**config.mk**
```make
export PLATFORM = sky130hd
export DESIGN_NAME = serv_seq_ctrl
export DESIGN_NICKNAME = d
export VERILOG_FILES = /design/src/rtl/serv_pkg.sv /design/src/rtl/serv_seq_cnt.sv /design/src/rtl/serv_seq_ctrl.sv
export SDC_FILE = /design/constraint.sdc
export NUM_CORES = 1
export LEC_CHECK = 0
export CAP_MARGIN = 20
export CORE_UTILIZATION = 40
export DETAILED_ROUTE_END_ITERATION = 6
export GPL_TIMING_DRIVEN = 0
export PLACE_DENSITY = 0.89
export RECOVER_POWER = 100
export SYNTH_ARGS = -nofsm -noshare
export SYNTH_HDL_FRONTEND = slang
export SYNTH_HIERARCHICAL = 1
export SYNTH_SLANG_ARGS = --single-unit
```
**constraint.sdc**
```tcl
create_clock -name i_clk -period 3.4 [get_ports i_clk]
set_clock_uncertainty 0.05 [all_clocks]
set_input_delay 0.51 -clock i_clk [delete_from_list [all_inputs] [get_ports i_clk]]
set_output_delay 0.51 -clock i_clk [all_outputs]
set_load 0.02 [all_outputs]
```
**src/rtl/serv_pkg.sv**
```systemverilog
// serv_pkg: state encoding, mcause codes and datapath-width check shared by the SERV sequencer.
package serv_pkg;

    typedef enum logic [1:0] {
        ST_IDLE = 2'd0,
        ST_INIT = 2'd1,
        ST_RUN  = 2'd2,
        ST_TRAP = 2'd3
    } state_t;

    // Exception codes placed in mcause[3:0]
    localparam logic [3:0] MCAUSE_EBREAK         = 4'd3;
    localparam logic [3:0] MCAUSE_LOAD_MISALIGN  = 4'd4;
    localparam logic [3:0] MCAUSE_STORE_MISALIGN = 4'd6;
    localparam logic [3:0] MCAUSE_ECALL          = 4'd11;
    localparam logic [3:0] MCAUSE_IRQ_TIMER      = 4'd7;

    function automatic bit w_is_legal(input int w);
        return (w == 1) || (w == 2) || (w == 4) || (w == 8);
    endfunction

endpackage

```
**src/rtl/serv_seq_cnt.sv**
```systemverilog
// serv_seq_cnt: chunk counter stepping W bit positions per active, non-stalled cycle.
module serv_seq_cnt
    import serv_pkg::*;
#(
    parameter int W = 1
) (
    input  logic       i_clk,
    input  logic       i_rst,
    input  logic       i_active,
    input  logic       i_stall,
    output logic       o_cnt_en,
    output logic [4:0] o_cnt,
    output logic       o_cnt_done
);

    localparam logic [4:0] STEP = 5'(W);
    localparam logic [4:0] LAST = 5'(32 - W);

    assign o_cnt_en   = i_active & ~i_stall;
    assign o_cnt_done = o_cnt_en & (o_cnt == LAST);

    // The 5-bit sum wraps from 32-W back to 0 by itself.
    always_ff @(posedge i_clk) begin
        // NOTE: state registers use non-blocking assignments so every flop samples pre-edge values.
        if (i_rst)
            o_cnt <= 5'd0;
        else if (o_cnt_en)
            o_cnt <= o_cnt + STEP;
    end

endmodule

```
**src/rtl/serv_seq_ctrl.sv**
```systemverilog
// serv_seq_ctrl: per-instruction phase sequencer (IDLE/INIT/RUN/TRAP) for a W-bit serial datapath.
// Define SERV_IRQ_EN to add the pending-interrupt register and interrupt mcause.
module serv_seq_ctrl
    import serv_pkg::*;
#(
    parameter int W = 1
) (
    input  logic         i_clk,
    input  logic         i_rst,
    input  logic         i_new_irq,
    input  logic         i_rf_ready,
    input  logic         i_stall,
    input  logic         i_take_branch,
    input  logic         i_branch_op,
    input  logic         i_mem_op,
    input  logic         i_shift_op,
    input  logic         i_slt_op,
    input  logic         i_mem_cmd,
    input  logic         i_e_op,
    input  logic         i_ebreak,
    input  logic [4:0]   i_rs1_addr,
    input  logic         i_ctrl_misalign,
    input  logic         i_mem_misalign,
    input  logic         i_alu_sh_done,
    output logic         o_init,
    output logic         o_run,
    output logic         o_ctrl_trap,
    output logic         o_cnt_en,
    output logic [4:0]   o_cnt,
    output logic         o_cnt_done,
    output logic         o_ctrl_pc_en,
    output logic         o_ctrl_jump,
    output logic         o_rf_rs_en,
    output logic         o_alu_shamt_en,
    output logic         o_dbus_cyc,
    output logic         o_bufreg_hold,
    output logic [1:0]   o_mem_bytecnt,
    output logic [W-1:0] o_csr_imm,
    output logic [4:0]   o_csr_mcause
);

    generate
        if (!w_is_legal(W)) begin : g_bad_w
            $error("serv_seq_ctrl: W must be 1, 2, 4 or 8");
        end
    endgenerate

    state_t     state;
    logic       stage_two_pending;
    logic       pending_irq;
    logic       two_stage;
    logic       mem_misalign;
    logic [4:0] mcause_d;

    assign two_stage    = i_slt_op | i_mem_op | i_branch_op | i_shift_op;
    assign mem_misalign = i_mem_op & i_mem_misalign;

    serv_seq_cnt #(.W(W)) u_cnt (
        .i_clk      (i_clk),
        .i_rst      (i_rst),
        .i_active   (state != ST_IDLE),
        .i_stall    (i_stall),
        .o_cnt_en   (o_cnt_en),
        .o_cnt      (o_cnt),
        .o_cnt_done (o_cnt_done)
    );

`ifdef SERV_IRQ_EN
    // A new request in the same cycle as the trap exit must not be lost.
    always_ff @(posedge i_clk) begin
        if (i_rst)
            pending_irq <= 1'b0;
        else if (i_new_irq)
            pending_irq <= 1'b1;
        else if (state == ST_TRAP && o_cnt_done)
            pending_irq <= 1'b0;
    end
`else
    logic unused_irq;
    assign unused_irq  = i_new_irq;
    assign pending_irq = 1'b0;
`endif

    always_comb begin
        // NOTE: default assignment first so no path leaves mcause_d unassigned (no latch).
        mcause_d = 5'd0;
        if (i_e_op)
            mcause_d = {1'b0, i_ebreak ? MCAUSE_EBREAK : MCAUSE_ECALL};
        else if (mem_misalign)
            mcause_d = {1'b0, i_mem_cmd ? MCAUSE_STORE_MISALIGN : MCAUSE_LOAD_MISALIGN};
        else if (pending_irq)
            mcause_d = {1'b1, MCAUSE_IRQ_TIMER};
    end

    always_ff @(posedge i_clk) begin
        if (i_rst) begin
            state             <= ST_IDLE;
            stage_two_pending <= 1'b0;
            o_ctrl_jump       <= 1'b0;
            o_bufreg_hold     <= 1'b0;
            o_csr_mcause      <= 5'd0;
        end else begin
            o_bufreg_hold <= i_shift_op & o_cnt_done;
            o_csr_mcause  <= mcause_d;
            if (!i_stall) begin
                unique case (state)
                    ST_IDLE: begin
                        o_ctrl_jump <= 1'b0;
                        if (i_rf_ready) begin
                            if (i_e_op || pending_irq)
                                state <= ST_TRAP;
                            else if (two_stage && !stage_two_pending)
                                state <= ST_INIT;
                            else
                                state <= ST_RUN;
                        end else if (i_alu_sh_done && i_shift_op && stage_two_pending) begin
                            state <= ST_RUN;
                        end
                    end
                    ST_INIT: begin
                        o_ctrl_jump <= i_take_branch;
                        if (o_cnt_done) begin
                            stage_two_pending <= 1'b1;
                            if (mem_misalign || (i_take_branch && i_ctrl_misalign))
                                state <= ST_TRAP;
                            else if (i_mem_op || i_shift_op)
                                state <= ST_IDLE;
                            else
                                state <= ST_RUN;
                        end
                    end
                    ST_RUN, ST_TRAP: begin
                        if (o_cnt_done) begin
                            state             <= ST_IDLE;
                            stage_two_pending <= 1'b0;
                        end
                    end
                    default: state <= ST_IDLE;
                endcase
            end
        end
    end

    assign o_init         = (state == ST_INIT);
    assign o_run          = (state == ST_RUN);
    assign o_ctrl_trap    = (state == ST_TRAP);
    assign o_ctrl_pc_en   = o_run | o_ctrl_trap;
    assign o_rf_rs_en     = two_stage ? o_init : o_ctrl_pc_en;
    assign o_alu_shamt_en = o_init & (o_cnt < 5'd5);
    assign o_dbus_cyc     = (state == ST_IDLE) & stage_two_pending & i_mem_op & ~mem_misalign;
    assign o_mem_bytecnt  = o_cnt[4:3];

    // Serialised CSR immediate: bits of rs1 beyond index 4 read as zero.
    logic [7:0] rs1_ext;
    assign rs1_ext = {3'b000, i_rs1_addr};

    always_comb begin
        logic [5:0] idx;
        o_csr_imm = '0;
        for (int i = 0; i < W; i++) begin
            idx = {1'b0, o_cnt} + 6'(i);
            if (idx < 6'd5)
                o_csr_imm[i] = rs1_ext[idx[2:0]];
        end
    end

endmodule
```
; ---- Word-level counts from Yosys, hierarchy flattened
; Cells that the tools add are included.
[word_totals]
ff_bits = 15
in_bits = 21
output_inout_bits = 24
elab_cells = 69
[op_classes]
n_addsub = 1
n_lt_le_gt_ge = 3
n_eq_ne = 7
mux = 21
bitwise_logic = 14
n_reduce_logical = 16
[op_table]
columns = op, n
row1 = $mux W2, 9
row2 = $lt A5 B3 Y1 const B, 2
row3 = $and A1 B1 Y1, 8
row4 = $mux W4, 2
row5 = $reduce_and A4 Y1, 2
row6 = $pmux W2 S3, 1
row7 = $reduce_bool A2 Y1, 3
row8 = $add A5 B1 Y5 const B, 1
row9 = $eq A5 B5 Y1 const B, 1
row10 = $mux W1, 5
row11 = $eq A2 B2 Y1 const B, 2
row12 = $logic_and A1 B1 Y1, 4
row13 = $lt A3 B4 Y1 const B, 1
row14 = $or A1 B1 Y1, 4
row15 = $pmux W1 S2, 2
row16 = $reduce_or A2 Y1, 2
row17 = $bmux W1 S3, 1
row18 = $mux W3, 1
row19 = $ne A3 B3 Y1 const B, 1
row20 = $eq A2 B1 Y1 const B, 1
row21 = $logic_not A2 Y1, 1
row22 = $logic_or A1 B1 Y1, 2
row23 = $ne A2 B1 Y1 const B, 1
row24 = $ne A2 B2 Y1 const B, 1
row25 = other kinds (3), 4

; ---- Depth between registers and ports, before layout
; Gate-level depths: netlist of run 1.
[depth]
word_depth = 8
mapped_depth = 10
depth_no_buf = 8

; ---- By module
; The synthesis of run 1 kept the hierarchy.
[by_module_without_submodules]
columns = module, n_inst, cells_per_inst, area_per_inst_um2, seq_area_each_um2
row1 = serv_seq_ctrl, 1, 64, 539.3, 180.2
row2 = serv_seq_cnt, 1, 24, 269.0, 100.1

; ---- Least setup slack after synthesis of run 1
; Ideal clock, no wire load.
[synth_timing]
path_type = flip-flop to flip-flop
start = register u_cnt.o_cnt[0]
end = register state[0]
setup_time_ns = 0.086
t_arrival_ns = 2.000
required_time_ns = 3.264
slack_ns = 1.264
stages_incl_launch_ff = 9
path_buffers = 0
synth_period_minus_slack_ns = 2.136
path_cell_list = dfxtp_1 ha_1 and3_1 ha_1 and2_1 inv_1 a221oi_1 nor2_1 a211oi_1
[synth_between]
elab_chain_cells = 4
word_cells_on_any_way = 5
cone_classes = 3 x eq/ne / 1 x bitwise / 1 x reduce/logical
[synth_lines]
columns = element, line_no
row1 = "start, declared", serv_seq_cnt.sv:12  ; output logic [4:0] o_cnt,
row2 = "start signal, assigned", serv_seq_cnt.sv:28  ; o_cnt <= o_cnt + STEP;
row3 = $eq A5 B5 Y1 *, serv_seq_cnt.sv:20  ; assign o_cnt_done = o_cnt_en & (o_cnt == LAST);
row4 = $and A1 B1 Y1 *, serv_seq_cnt.sv:20
row5 = named net o_cnt_done, serv_seq_ctrl.sv:30  ; output logic o_cnt_done,
row6 = $ne A2 B2 Y1 (no source line) / $ne A2 B1 Y1 (equally long branches), -
row7 = $reduce_and A4 Y1 (no source line) *, -
row8 = "end signal, assigned", serv_seq_ctrl.sv:97  ; state <= ST_IDLE;
row9 = "end signal, assigned", serv_seq_ctrl.sv:111  ; state <= ST_TRAP;
row10 = "end signal, assigned", serv_seq_ctrl.sv:113  ; state <= ST_INIT;
row11 = "end, declared", serv_seq_ctrl.sv:48  ; state_t state;
; The timed path passes the listed nets; every way through them passes the cells marked *.
; A chain may end at the register's enable or synchronous reset.

; ---- Final worst setup path of run 1
[layout_timing]
start = input i_stall
end = output o_cnt_done
[layout_between]
elab_chain_cells = 3
[layout_lines]
columns = element, line_no
row1 = "start, declared", serv_seq_ctrl.sv:12  ; input logic i_stall,
row2 = $not A1 Y1 (no source line), -
row3 = $and A1 B1 Y1, serv_seq_cnt.sv:19  ; assign o_cnt_en = i_active & ~i_stall;
row4 = $and A1 B1 Y1, serv_seq_cnt.sv:20
row5 = "end, declared", serv_seq_ctrl.sv:30
; No other way between the ends.

==> run metrics, run 1 <==
cts repair resizes=0; pwr dens=between 300 and 400 mW/mm²; Final min period=3.101 ns; Area contributors post-synth=dfxtp_1, nor2_1, nor2b_1, buf_6, a211oi_1; Max Freq=0.3224 GHz; post-detail-place hpwl=1619 µm; top_reg_cell synth=dfxtp_1; detailed-route DRC error count=0; Peak supply drop=0.2601 mV; Critical Path Max Stage Delay=~0.65 ns; share of cells above drive strength 1=0.1269; unrepaired setup endpoints after global routing=no; worst path cell trace=dlygate4sd3_1 -> nor2b_4 -> clkbuf_1 -> and2_1 -> clkdlybuf4s50_1; Hold Path Class=register to register; die span in x=46.95 µm; synth warn=6; IO Count=45; CTS tree=done; syn_area_per_cell=9.185 µm²; area leader, netlist=dfxtp_1; CP Data Arrival Time=2.54 ns; GRT Overall Usage=0.2038; EDFF count, synth=0; CTS Root Cell=clkbuf_4; number of setup buffers added after CTS=0; Max Slew Vio Count=0; Die Span Y=46.95 µm; library cells used by synthesis=38; Final setup viols=0; Rows=15; max_cap viols=0; Die Area=0.002204 mm²; setup TNS=0 ns; Min-Delay Path Depth=2; Seq cells post-synth=14; hold buffers post-CTS=0; Core ar.=between 0.0015 and 0.002 mm²; Clock transition at path regs=0.09 ns; pre-CTS setup slack=0.5322 ns; via-per-instance ratio=a little over 5; crit share post-route=0.9122; endpoints failing hold=0; IO buf count=42; setup slack after layout=0.2986 ns; Synth Instances=88; CP Launch Type=input pin; Reg2Reg Depth=10; maximum clock insertion buffer count=2; Filler cells=140; GRT overflow=0; Routed WL per cell=13.49 µm; Num CTS Buffers=3; total wire length=2145 µm; post-route ant nets=0; pin count of the biggest net entering global routing=11; LEAKAGE=around 0.55 nW; Area Overhead vs Synth=58.05%; highest-delay cell along the critical path=dlygate4sd3_1; drt initial violations=24; initial core utilization=0.4486; async set-reset flop share out of synthesis=0; CP Class=input pin to output pin; vias=822; first-pass GRT wire length=slightly above 3000 µm; gp weighted congestion=0.7837; vias in the first global route=~700; # clock sinks=14; DR pass1 iterations=4; Skew-Pair Late Insertion Delay=just under 0.3 ns; final net count=158; H-tree depth=1; endpoint class of the critical path=output pin; sequential share of the synthesized area=0.3467; initial antenna violation count=0; mapped cell area=808.3 µm²; n_diodes=0; post-synth net total=111; WP data required=about 2.8 ns; critical path peak fanout=7; status=complete, no violations; share of the synthesized area in the top cell type=0.3467
logic make-up (layout without fill, tap and decap cells):
kind of cell	after synthesis	in the layout	synth area share
AND/OR/NAND/NOR	38	38	0.2802
flip-flops	14	14	0.3468
other	1	1	0.004640
XOR/XNOR	2	2	0.02168
multiplexers	5	5	0.08513
AO/OA/AOI/OAI	16	16	0.1409
adder cells (fa/ha/maj)	2	2	0.03095
buffers and inverters	10	56	0.08976
critical path, delay by kind of cell:
kind,cells,cell delay [ns]
and+or+nand+nor,2,0.41
buffers and inverters,3,1.62
layer usage:
layer	up-vias	share of wire	GRT usage
li1	397	-	-
met1	373	0.41	0.2300
met2	46	0.46	0.3389
met3	6	0.10	0.07692
met4	0	0.026	0.09714
met5	-	0	0
through the flow:
stage	area [µm²]	power (mW)	instances	hold slack (ns)	util
CTS	1296	0.4818	159	0.4427	0.7194
global route	1277	0.4874	159	0.4776	0.7090
global placement	1260	0.3556	155	0.4161	0.6993
floorplan	808.3	0.2852	88	0.4688	-
finish	1277	0.4694	159	0.4382	0.7090
detailed placement	1260	0.3593	155	0.4240	0.6993
sequential cells by signal, summed over array words and instances, names as in the netlist:
signal             flops
u_cnt/o_cnt            5
o_bufreg_hold          1
state                  2
o_csr_mcause           4
stage_two_pending      1
o_ctrl_jump            1
worst paths after layout:
kind / startpoint / endpoint / slack [ns]
worst min-delay path: o_ctrl_jump$_SDFFE_PP0P_ / o_ctrl_jump$_SDFFE_PP0P_ / 0.44
worst max register to register: state[0]$_SDFFE_PP0P_ / state[1]$_SDFFE_PP0P_ / 1.12
worst min register to register: o_ctrl_jump$_SDFFE_PP0P_ / o_ctrl_jump$_SDFFE_PP0P_ / 0.44
worst max-delay path: i_stall / o_cnt_done / 0.30
Yosys cell counts (2+ instances only):
| library cell | count |
|---|---|
| a31oi_1 | 2 |
| and3_1 | 2 |
| dfxtp_1 | 14 |
| nand2_1 | 2 |
| a211oi_1 | 4 |
| nand3_1 | 2 |
| mux2i_1 | 2 |
| buf_4 | 3 |
| o21ai_0 | 2 |
| a221oi_1 | 2 |
| a21oi_1 | 2 |
| nor2_1 | 14 |
| and2_1 | 2 |
| nor2b_1 | 6 |
| nor3_1 | 3 |
| ha_1 | 2 |
| buf_6 | 3 |
power breakdown:
part / switching, mW / internal, mW
Combinational: 0.0803 / 0.0837
Sequential: 0.0100 / 0.173
Clock: 0.0575 / 0.0653
final cells by class:
cell class / count / area, µm² / area share
Multi-Input combinational cell: 64 / 445.4 / 0.3487
Clock buffer: 4 / 36.28 / 0.02840
Sequential cell: 14 / 280.3 / 0.2194
Buffer: 8 / 56.30 / 0.04407
Inverter: 2 / 7.507 / 0.005877
Timing Repair Buffer: 42 / 420.4 / 0.3291
Tap cell: 25 / 31.28 / 0.02449
cell usage in the layout, fill, tap and decap left out, types with 2 or more instances in the layout:
| cell type | instances |
|---|---|
| dlygate4sd3_1 | 23 |
| clkdlybuf4s50_1 | 19 |
| nor2_1 | 14 |
| dfxtp_1 | 14 |
| nor2b_1 | 6 |
| a211oi_1 | 4 |
| clkbuf_1 | 3 |
| nor3_1 | 3 |
| buf_4 | 3 |
| clkbuf_4 | 3 |
| buf_6 | 2 |
| and2_1 | 2 |
| o21ai_0 | 2 |
| and3_1 | 2 |
| nand2_1 | 2 |
| a31oi_1 | 2 |
| nand3_1 | 2 |
| a221oi_1 | 2 |
| a21oi_1 | 2 |
| mux2i_1 | 2 |
| ha_1 | 2 |
(Power assumes the default switching activity.)
==> run 2: changes to the inputs <==
- CORE_ASPECT_RATIO: unset -> 0.7
- CORE_MARGIN: unset -> 5
==> run 2 against run 1 <==
Compared with the run above:
- register-to-register slack worse by 0.02 ns
- sequential power hardly changed
- die area is 38% higher
- final area is 0.29% higher
- total power hardly changed
- final cell count is 1.9% lower
- sequential cell count stayed put
- critical path type unchanged
- critical endpoint is now o_rf_rs_en
==> run metrics, run 2 (synthesized netlist as in run 1, its figures left out) <==
IO buf count=42 (unchanged); hold buffers post-CTS=0 (unchanged); drt initial violations=66 (+180%); Clock transition at path regs=0.08 ns (about the same); GRT overflow=0 (unchanged); DR pass1 iterations=4 (unchanged); top flop regs=u_cnt/o_cnt (5), o_csr_mcause (4), state (2); Rows=13 (-2); GRT Overall Usage=0.1648 (-0.03903); setup TNS=0 ns (unchanged); share of cells above drive strength 1=0.1343 (+0.007463); crit share post-route=0.8802 (-0.03194); largest register by flop count=u_cnt/o_cnt; n_diodes=0 (unchanged); Skew-Pair Late Insertion Delay=0.27 ns (-0.02 ns); initial core utilization=0.4284 (-0.02023); clock power share=0.249 (-0.013); LEAKAGE=0.5621 nW (+1.4%); total wire length=2424 µm (+13%); pwr dens=366.6 mW/mm² (-0.23%); first-pass GRT wire length=3795 µm (+26%); max reg flops=5 (unchanged); Fin Hold WS=0.4483 ns (+0.01006 ns); IO Count=45 (unchanged); post-route ant nets=0 (unchanged); unrepaired setup endpoints after global routing=no; combinational fraction of design power=0.361 (+0.012); Die Area=0.003034 mm² (+38%); Final min period=2.993 ns (-0.1086 ns); maximum clock insertion buffer count=2 (unchanged); status=complete, no violations; CTS tree=done; via-per-instance ratio=5.442 (+5.3%); vias=849 (+3.3%); WP data required=2.84 ns (about the same); CTS Root Cell=clkbuf_4; CP Data Arrival Time=2.43 ns (-0.11 ns); vias in the first global route=809 (+15%); CP Launch Type=input pin; endpoint class of the critical path=output pin; gp weighted congestion=0.8645 (+10%); Max Freq=0.3341 GHz (+3.6%); detailed-route DRC error count=0 (unchanged); Area Overhead vs Synth=58.51%; number of setup buffers added after CTS=0 (unchanged); most common cell after layout, fill and taps aside=dlygate4sd3_1; Die Span Y=47.61 µm (+1.4%); Max Slew Vio Count=0 (unchanged); initial antenna violation count=0 (unchanged); cts repair resizes=0 (unchanged); H-tree depth=1 (unchanged); max_cap viols=0 (unchanged); Final Cell Area=0.001281 mm² (+0.29%); Sequential Power Share=0.390 (about the same); # clock sinks=14 (unchanged); Hold Path Class=register to register; Routed WL per cell=15.54 µm (+15%); die span in x=63.73 µm (+36%); most frequent cells in the layout=dlygate4sd3_1, clkdlybuf4s50_1, nor2_1, dfxtp_1, nor2b_1; post-detail-place hpwl=1929 µm (+19%); Num CTS Buffers=3 (unchanged); Core ar.=0.001887 mm² (+4.7%); critical path peak fanout=5 (-2); Int Power=0.3242 mW (+0.80%); Total Power=0.4697 mW (about the same); pin count of the biggest net entering global routing=11 (unchanged); net switching power=0.1456 mW (-1.5%); Filler cells=139 (-0.71%); Peak supply drop=0.3468 mV (+33%); CP Class=input pin to output pin; Final setup viols=0 (unchanged); dpl cell area=0.001256 mm² (-0.30%); final net count=158 (unchanged); endpoints failing hold=0 (unchanged); Switching Share=0.3099 (-0.005025)
run 2: cell types whose count changed in the layout (fill, tap and decap cells not counted), sizes merged:
cell | previous run | this run
clkdlybuf4s50 | 19 | 18
clkbuf | 7 | 6
dlygate4sd3 | 23 | 24
buf | 5 | 6
run 2: critical path, stage by stage:
cell	delay, ns
clkdlybuf4s50_1	0.49
nor4_1	0.48
mux2_2	0.40
clkdlybuf4s50_1	0.55
run 2: layer usage:
layer	vias up	share of wire	GRT usage
met5	-	0	0
met4	0	0.016	0.06224
met3	4	0.081	0.05869
met2	50	0.50	0.3077
met1	395	0.40	0.1786
li1	400	-	-
run 2: path summary, 6_finish.rpt:
kind	slack, ns	start	cells after the start	end
setup / recovery	0.41	i_mem_op	4	o_rf_rs_en
hold / removal	0.45	o_ctrl_jump$_SDFFE_PP0P_	2	o_ctrl_jump$_SDFFE_PP0P_
setup reg to reg	1.10	u_cnt/o_cnt[0]$_SDFFE_PP0P_	8	state[1]$_SDFFE_PP0P_
hold reg to reg	0.45	o_ctrl_jump$_SDFFE_PP0P_	2	o_ctrl_jump$_SDFFE_PP0P_
run 2: power groups by stage:
stage	Clock (mW)	Sequential [mW]	Combinational, mW
after floorplan	0	0.192	0.0930
after global routing	0.129	0.185	0.183
final	0.117	0.183	0.170
after detailed placement	0	0.187	0.176
after CTS	0.121	0.184	0.177
after global placement	0	0.187	0.170
run 2: stage by stage:
step,std cells,setup slack [ns],utilization
after global placement,152,0.5564,0.6658
after CTS,156,0.5327,0.6850
after floorplan,88,1.264,-
after global routing,156,0.3684,0.6790
final,156,0.4072,0.6790
after detailed placement,152,0.5457,0.6658
run 2: cell type report:
type                            count  area [µm²]  area share
Buffer                              8       63.81     0.04980
Clock buffer                        4       36.28     0.02832
Inverter                            2       7.507    0.005859
Multi-Input combinational cell     64       445.4      0.3477
Sequential cell                    14       280.3      0.2187
Tap cell                           22       27.53     0.02148
Timing Repair Buffer               42       420.4      0.3281
